==> config.mk <==
export PLATFORM = sky130hd
export DESIGN_NAME = oam_dma_arbiter
export DESIGN_NICKNAME = d
export VERILOG_FILES = /design/src/rtl/oam_dma_arbiter.sv
export SDC_FILE = /design/constraint.sdc
export NUM_CORES = 1
export LEC_CHECK = 0
export ABC_AREA = 1
export CORE_ASPECT_RATIO = 1.1
export CORE_MARGIN = 2
export CORE_UTILIZATION = 48
export CTS_BUF_LIST = sky130_fd_sc_hd__clkbuf_4
export DETAILED_ROUTE_END_ITERATION = 12
export PLACE_DENSITY = 0.85
export REMOVE_ABC_BUFFERS = 1
export SLEW_MARGIN = 20
export SYNTH_ARGS = -nofsm -noshare
export SYNTH_HDL_FRONTEND = slang
export SYNTH_SLANG_ARGS = --single-unit
==> constraint.sdc <==
create_clock -name clk -period 3.29 [get_ports clk]
set_clock_uncertainty 0.15 [all_clocks]
set_input_delay 0.658 -clock clk [delete_from_list [all_inputs] [get_ports clk]]
set_output_delay 0.658 -clock clk [all_outputs]
set_load 0.02 [all_outputs]
==> src/rtl/oam_dma_arbiter.sv <==
// CPU/bus arbiter with NES-style OAM DMA: a write to the DMA register halts the CPU
// and copies one 256-byte page to the OAM data port, aligned to get/put cycles.
module oam_dma_arbiter #(
    parameter logic [15:0] DMA_REG_ADDR  = 16'h4014,
    parameter logic [15:0] OAM_DATA_ADDR = 16'h2004
) (
    input  logic        clk,
    input  logic        rst_n,
    input  logic [15:0] cpu_addr,
    input  logic [7:0]  cpu_wdata,
    input  logic        cpu_rw_n,
    output logic [7:0]  cpu_rdata,
    output logic        cpu_halt,
    output logic [15:0] bus_addr,
    output logic [7:0]  bus_wdata,
    output logic        bus_rw_n,
    input  logic [7:0]  bus_rdata,
    output logic        dma_busy
);

    typedef enum logic [2:0] {
        IDLE  = 3'd0,
        HALT  = 3'd1,
        ALIGN = 3'd2,
        READ  = 3'd3,
        WRITE = 3'd4
    } state_t;

    state_t     state_reg;
    logic [7:0] page_reg;
    logic [7:0] cnt_reg;
    logic [7:0] latch_reg;
    logic       parity_reg;
    logic       trigger;

    assign trigger = (state_reg == IDLE) && !cpu_rw_n && (cpu_addr == DMA_REG_ADDR);

    always_ff @(posedge clk or negedge rst_n) begin
        if (!rst_n) begin
            state_reg  <= IDLE;
            page_reg   <= 8'h00;
            cnt_reg    <= 8'h00;
            latch_reg  <= 8'h00;
            parity_reg <= 1'b0;
        end else begin
            parity_reg <= ~parity_reg;
            case (state_reg)
                IDLE: begin
                    if (trigger) begin
                        page_reg  <= cpu_wdata;
                        cnt_reg   <= 8'h00;
                        state_reg <= HALT;
                    end
                end
                // Current parity 1 means the next cycle is a get cycle, so READ can start there.
                HALT: state_reg <= parity_reg ? READ : ALIGN;
                ALIGN: state_reg <= READ;
                READ: begin
                    latch_reg <= bus_rdata;
                    state_reg <= WRITE;
                end
                WRITE: begin
                    cnt_reg   <= cnt_reg + 8'd1;
                    state_reg <= (cnt_reg == 8'hFF) ? IDLE : READ;
                end
                default: state_reg <= IDLE;
            endcase
        end
    end

    always_comb begin
        bus_addr  = cpu_addr;
        bus_wdata = cpu_wdata;
        bus_rw_n  = cpu_rw_n;
        case (state_reg)
            // Dummy cycles keep the CPU address but force a read so no CPU write leaks.
            HALT, ALIGN: bus_rw_n = 1'b1;
            READ: begin
                bus_addr = {page_reg, cnt_reg};
                bus_rw_n = 1'b1;
            end
            WRITE: begin
                bus_addr  = OAM_DATA_ADDR;
                bus_wdata = latch_reg;
                bus_rw_n  = 1'b0;
            end
            default: ;
        endcase
    end

    assign cpu_halt  = (state_reg != IDLE);
    assign dma_busy  = (state_reg != IDLE);
    assign cpu_rdata = bus_rdata;

endmodule

After elaboration in Yosys (flattened, before gate mapping)
Index checks and enable logic that the tools add are counted.
- $add $sub $neg: 1
- equality and inequality tests: 7
- mux-type cells: 9
- reductions and logical operators: 9
- bitwise logic cells: 1
- operators with widths (kind ; number):
    16-bit case mux with 2 select lines ; 1
    16-bit by 15-bit equality test with 1-bit output (second input constant) ; 1
    8-bit two-way mux ; 2
    8-bit case mux with 2 select lines ; 1
    3-bit case mux with 5 select lines ; 1
    8-bit by 1-bit adder with 8-bit output (second input constant) ; 1
    8-bit equality test (second input constant) ; 1
    3-bit by 2-bit equality test with 1-bit output (second input constant) ; 2
    2-bit AND reduction ; 2
    3-bit by 1-bit equality test with 1-bit output (second input constant) ; 1
    3-bit equality test (second input constant) ; 1
    3-bit zero test ; 1
    3-bit two-way mux ; 1
    3-bit nonzero test ; 1
    3-bit OR reduction ; 1
    1-bit logical AND ; 2
    2-bit two-way mux ; 1
    2-bit inequality test (second input constant) ; 1
    1-bit case mux with 2 select lines ; 1
    2-bit nonzero test ; 1
    1-bit zero test ; 1
    1-bit two-way mux ; 1
    1-bit inverter ; 1
- bits in registers: 28

Depth between registers and ports, before layout
Gate-level depths: netlist (run 1).
- depth in word-level cells: 5
- mapped depth: 8

Least setup slack after synthesis (run 1)
Ideal clock, no wire load.
- path kind: register to output
- start point: register state_reg[0]
- end point: output bus_addr[12]
- stages on the path, launching flop included: 6
- data arrival time: 1284 ps
- slack: 1198 ps
- cell sequence: dfrtp_1 > nand2_1 > nor2_4 > inv_2 > nand2_2 > o21ai_0
- word-level cells in the longest chain between the ends: 2
- ends and longest elaborated chain (element ; RTL line ; source):
    start, declared ; 29 ; state_t state_reg;
    start signal, assigned ; 56 ; HALT: state_reg <= parity_reg ? READ : ALIGN;
    start signal, assigned ; 64 ; state_reg <= (cnt_reg == 8'hFF) ? IDLE : READ;
    3-bit equality test / 3-bit by 2-bit equality test with 1-bit output (equally long branches) ; 75 ; case (state_reg)
    16-bit case mux with 2 select lines * ; 75 ;
    end, declared ; 14 ; output logic [15:0] bus_addr,
Mark *: on every way between the ends. The rest lies on a longest branch, timed or not.

Worst setup path in the final report (run 1)
- start point: register state_reg[1]
- end point: output bus_wdata[6]
- word-level cells in the longest chain between the ends: 2
- ends and longest elaborated chain (element ; RTL line ; source):
    3-bit equality test ; 75 ;
    8-bit two-way mux ; 75 ;
    end, declared ; 15 ; output logic [7:0] bus_wdata,
No other way between the ends.

==> impl_metrics.env, run 1 <==
export IMPL_hold_violations=0
export IMPL_drt_pass1_iter_count=4
export IMPL_cts_tree="built"
export IMPL_clk_pin_slew_ns=0.15
export IMPL_syn_avg_cell_area_um2=7.27
export IMPL_ant_nets=0
export IMPL_yosysSeqAreaShare_pct=40.3
export IMPL_synthCells=239
export IMPL_fin_crit_ns=3.07
export IMPL_dieArea_um2=4120
export IMPL_clock_path_buffers=2
export IMPL_wl_met1_um=1760
export IMPL_synthTopCellsByArea="dfrtp_1 (40%), nand2_1 (17%), nand3_1 (6.3%)"
export IMPL_clkPwrFrac_pct=23.6
export IMPL_max_stage_delay_ns=0.63
export IMPL_drive_gt1_share_pct=8.42
export IMPL_max_freq_ghz=0.326
export IMPL_area_growth_pct=38.7
export IMPL_crit_reg2reg_launch="state_reg[1]"
export IMPL_top_layer="met4"
export IMPL_crit_top_cell="nand2_1"
export IMPL_dp_hpwl_um=2970
export IMPL_yosysTopAreaCellShare_pct=40.3
export IMPL_port_buffer_count=69
export IMPL_ff2ff_setup_slack_ns=1.62
export IMPL_crit_required_ns=2.48
export IMPL_worst_pin_slew_ns=0.355
export IMPL_endpoint_kind="primary output"
export IMPL_timing_rr_end="cnt_reg[3]"
export IMPL_p_leak_nw=1.14
export IMPL_fin_area_um2=2410
export IMPL_cp_startpoint="state_reg[1]"
export IMPL_clock_sinks=28
export IMPL_diodes=0
export IMPL_endpoint="bus_wdata[6]"
export IMPL_hp_class="reg2reg"
export IMPL_slew_headroom_pct=76.3
export IMPL_power_density_nw_per_um2=247
export IMPL_rows=22
export IMPL_peakVddDrop_mv=0.246
export IMPL_synth_distinct_cells=26
export IMPL_root_buffer="clkbuf_4"
export IMPL_hold_slack_ns=0.271
export IMPL_drv_slew=0
export IMPL_p_switching_uw=143
export IMPL_grt_max_degree=29
export IMPL_p_seq_share_pct=59.2
export IMPL_drt_iter0_drc=88
export IMPL_synth_largest_area_cell="dfrtp_1"
export IMPL_met2_length_um=2060
export IMPL_crit_chain="nor2_2, nand2_1, inv_1, buf_4, nand2_1, o21ai_0, clkdlybuf4s50_1"
export IMPL_crit_path_max_fanout=17
export IMPL_fp_dieW_um=61.4
export IMPL_via_per_inst=4.99
export IMPL_grt_pass1_vias=1523
export IMPL_cts_made_buffers=3
export IMPL_wl_per_cell_um=11.8
export IMPL_die_height_um=67.1
export IMPL_cp_top_family="buffers and inverters"
export IMPL_cp_slowest_cell="clkdlybuf4s50_1"
export IMPL_cp_buffers_inverters=3
export IMPL_ff2ff_path_depth=5
export IMPL_intPower_uw=451
export IMPL_grt_pass1_wl_um=6290
export IMPL_drc=0
export IMPL_routed_wl_um=4070
export IMPL_grt_antenna_before_repair=0
export IMPL_p_sw_share_pct=24.0
export IMPL_setup_viol=0
export IMPL_path_depth=7
export IMPL_h_tree_depth=1
export IMPL_yosysWarnings=0
export IMPL_fin_setup_tns_ns=0
export IMPL_worstSetupStartpointType="flip-flop"
export IMPL_grt_overflow_total=0
export IMPL_coreArea_um2=3410
export IMPL_via_count=1721
export IMPL_gp_congestion=0.814
export IMPL_fin_crit_sh_pct=93.2
export IMPL_grtUsageTotal_pct=20.2
export IMPL_fin_nets=335
export IMPL_cp_arrival_ns=2.26
export IMPL_ios=70
export IMPL_grt_setup_unrepaired="false"
export IMPL_combPwrFrac_pct=17.2
export IMPL_synth_area_um2=1740
export IMPL_drv_cap=0
export IMPL_clk_latency_ns=0.32
export IMPL_status="finished, final reports clean"
export IMPL_setup_worst_path_class="reg2out"
export IMPL_wl_met3_um=239
export IMPL_dpl_cell_area_um2=2380
export IMPL_start_util_pct=50.9
export IMPL_ys_ff_latch=28
how the worst min path moves through the flow:
stage / startpoint / to / slack, ns / cells past startpoint
after floorplan: rst_n / cnt_reg[0] / 0.21 / 0
after detailed placement: parity_reg / parity_reg / 0.26 / 1
final: parity_reg / parity_reg / 0.27 / 1
after global placement: parity_reg / parity_reg / 0.24 / 1
after CTS: parity_reg / parity_reg / 0.28 / 1
after global routing: parity_reg / parity_reg / 0.29 / 1
placed cells by master, fill, tap and decap left out, types with 2 or more instances in the layout:
master and n:
a21oi_1 5, buf_4 4, clkbuf_4 3, clkdlybuf4s50_1 69, dfrtp_1 28, inv_1 28
nand2_1 79, nand2_2 2, nand3_1 22, nor2_1 13, nor2_4 2, o21ai_0 16
o21ai_1 5, o21ai_2 8
cells by family (layout without fill, tap and decap cells):
logic type	Yosys count	count (layout)	share of synthesized area, %
adders and majority gates	1	1	0.720
DFF	28	28	40.3
buffers and inverters	48	106	14.2
AOI/OAI and AO/OA	38	38	13.7
xor gates and xnor gates	1	1	0.504
and+or+nand+nor	123	123	30.6
worst reg2reg max path, stage by stage, from the launching register on:
cell,delay [ns]
dfrtp_1,0.42
nor2_2,0.17
nand2_2,0.12
nor2_4,0.14
nand3_4,0.29
and2_1,0.29
power by group through the flow:
stage / clock, mW / sequential, mW / combinational [mW]
2_1_floorplan: 0 / 0.358 / 0.0229
3_3_place_gp: 0 / 0.358 / 0.103
3_5_place_dp: 0 / 0.358 / 0.103
4_1_cts: 0.146 / 0.352 / 0.104
5_1_grt: 0.163 / 0.353 / 0.111
6_report: 0.140 / 0.352 / 0.102
layout make-up:
cell class | count | area [um2]
Clock buffer | 3 | 22.5
Fill cell | 312 | 1000
Inverter | 30 | 115
Multi-Input combinational cell | 163 | 791
Sequential cell | 28 | 701
Tap cell | 48 | 60.1
Timing Repair Buffer | 73 | 721
routing by layer:
layer	vias to the layer above	track usage [%]
li1	863	-
met1	805	24.4
met2	51	35.9
met3	2	3.69
met4	0	6.12
met5	-	0
metrics by stage:
step / utilization, % / worst slack [ns] / power, mW / instances
floorplan: - / 0.746 / 0.381 / 221
finish: 70.6 / 0.224 / 0.594 / 345
CTS: 70.5 / 0.101 / 0.601 / 345
detailed placement: 69.9 / 0.468 / 0.461 / 342
global route: 70.6 / 0.0619 / 0.627 / 345
global placement: 69.9 / 0.469 / 0.461 / 342
Yosys cell counts:
cell     count
inv_1       28
xor2_1       1
inv_2        2
o22ai_2      1
dfrtp_1     28
nand3_4      1
ha_1         1
a21oi_1      5
nand3_1     22
nor3_1       1
nand4_1      1
nor2_1      13
nand2_1     79
nor2_2       1
buf_2        5
o21ai_1      5
buf_6        3
a21oi_2      1
o22a_1       1
a22oi_1      1
buf_4       10
o21ai_2      8
nor2_4       2
o21ai_0     16
nand2_2      2
and2_1       1
timing repair:
| action | CTS | global route |
|---|---|---|
| endpoints found under the setup margin | 0 | 3 |
| endpoints found under the hold margin | 0 | 0 |
| gates resized for setup | 0 | 2 |
| hold buffers | 0 | 0 |
| setup buffers | 0 | 0 |
(Power assumes the default switching activity.)
==> run 2: changes to the inputs <==
Settings changed: SLEW_MARGIN 20 to 10.
==> results of run 2 <==
Same layout as run 1: the final DEF is identical, and so are final timing and power.
==> run 3: changes to the inputs <==
Settings changed: CTS_CLUSTER_DIAMETER set to 30.
==> results of run 3 <==
Same layout as run 1: the final DEF is identical, and so are final timing and power.
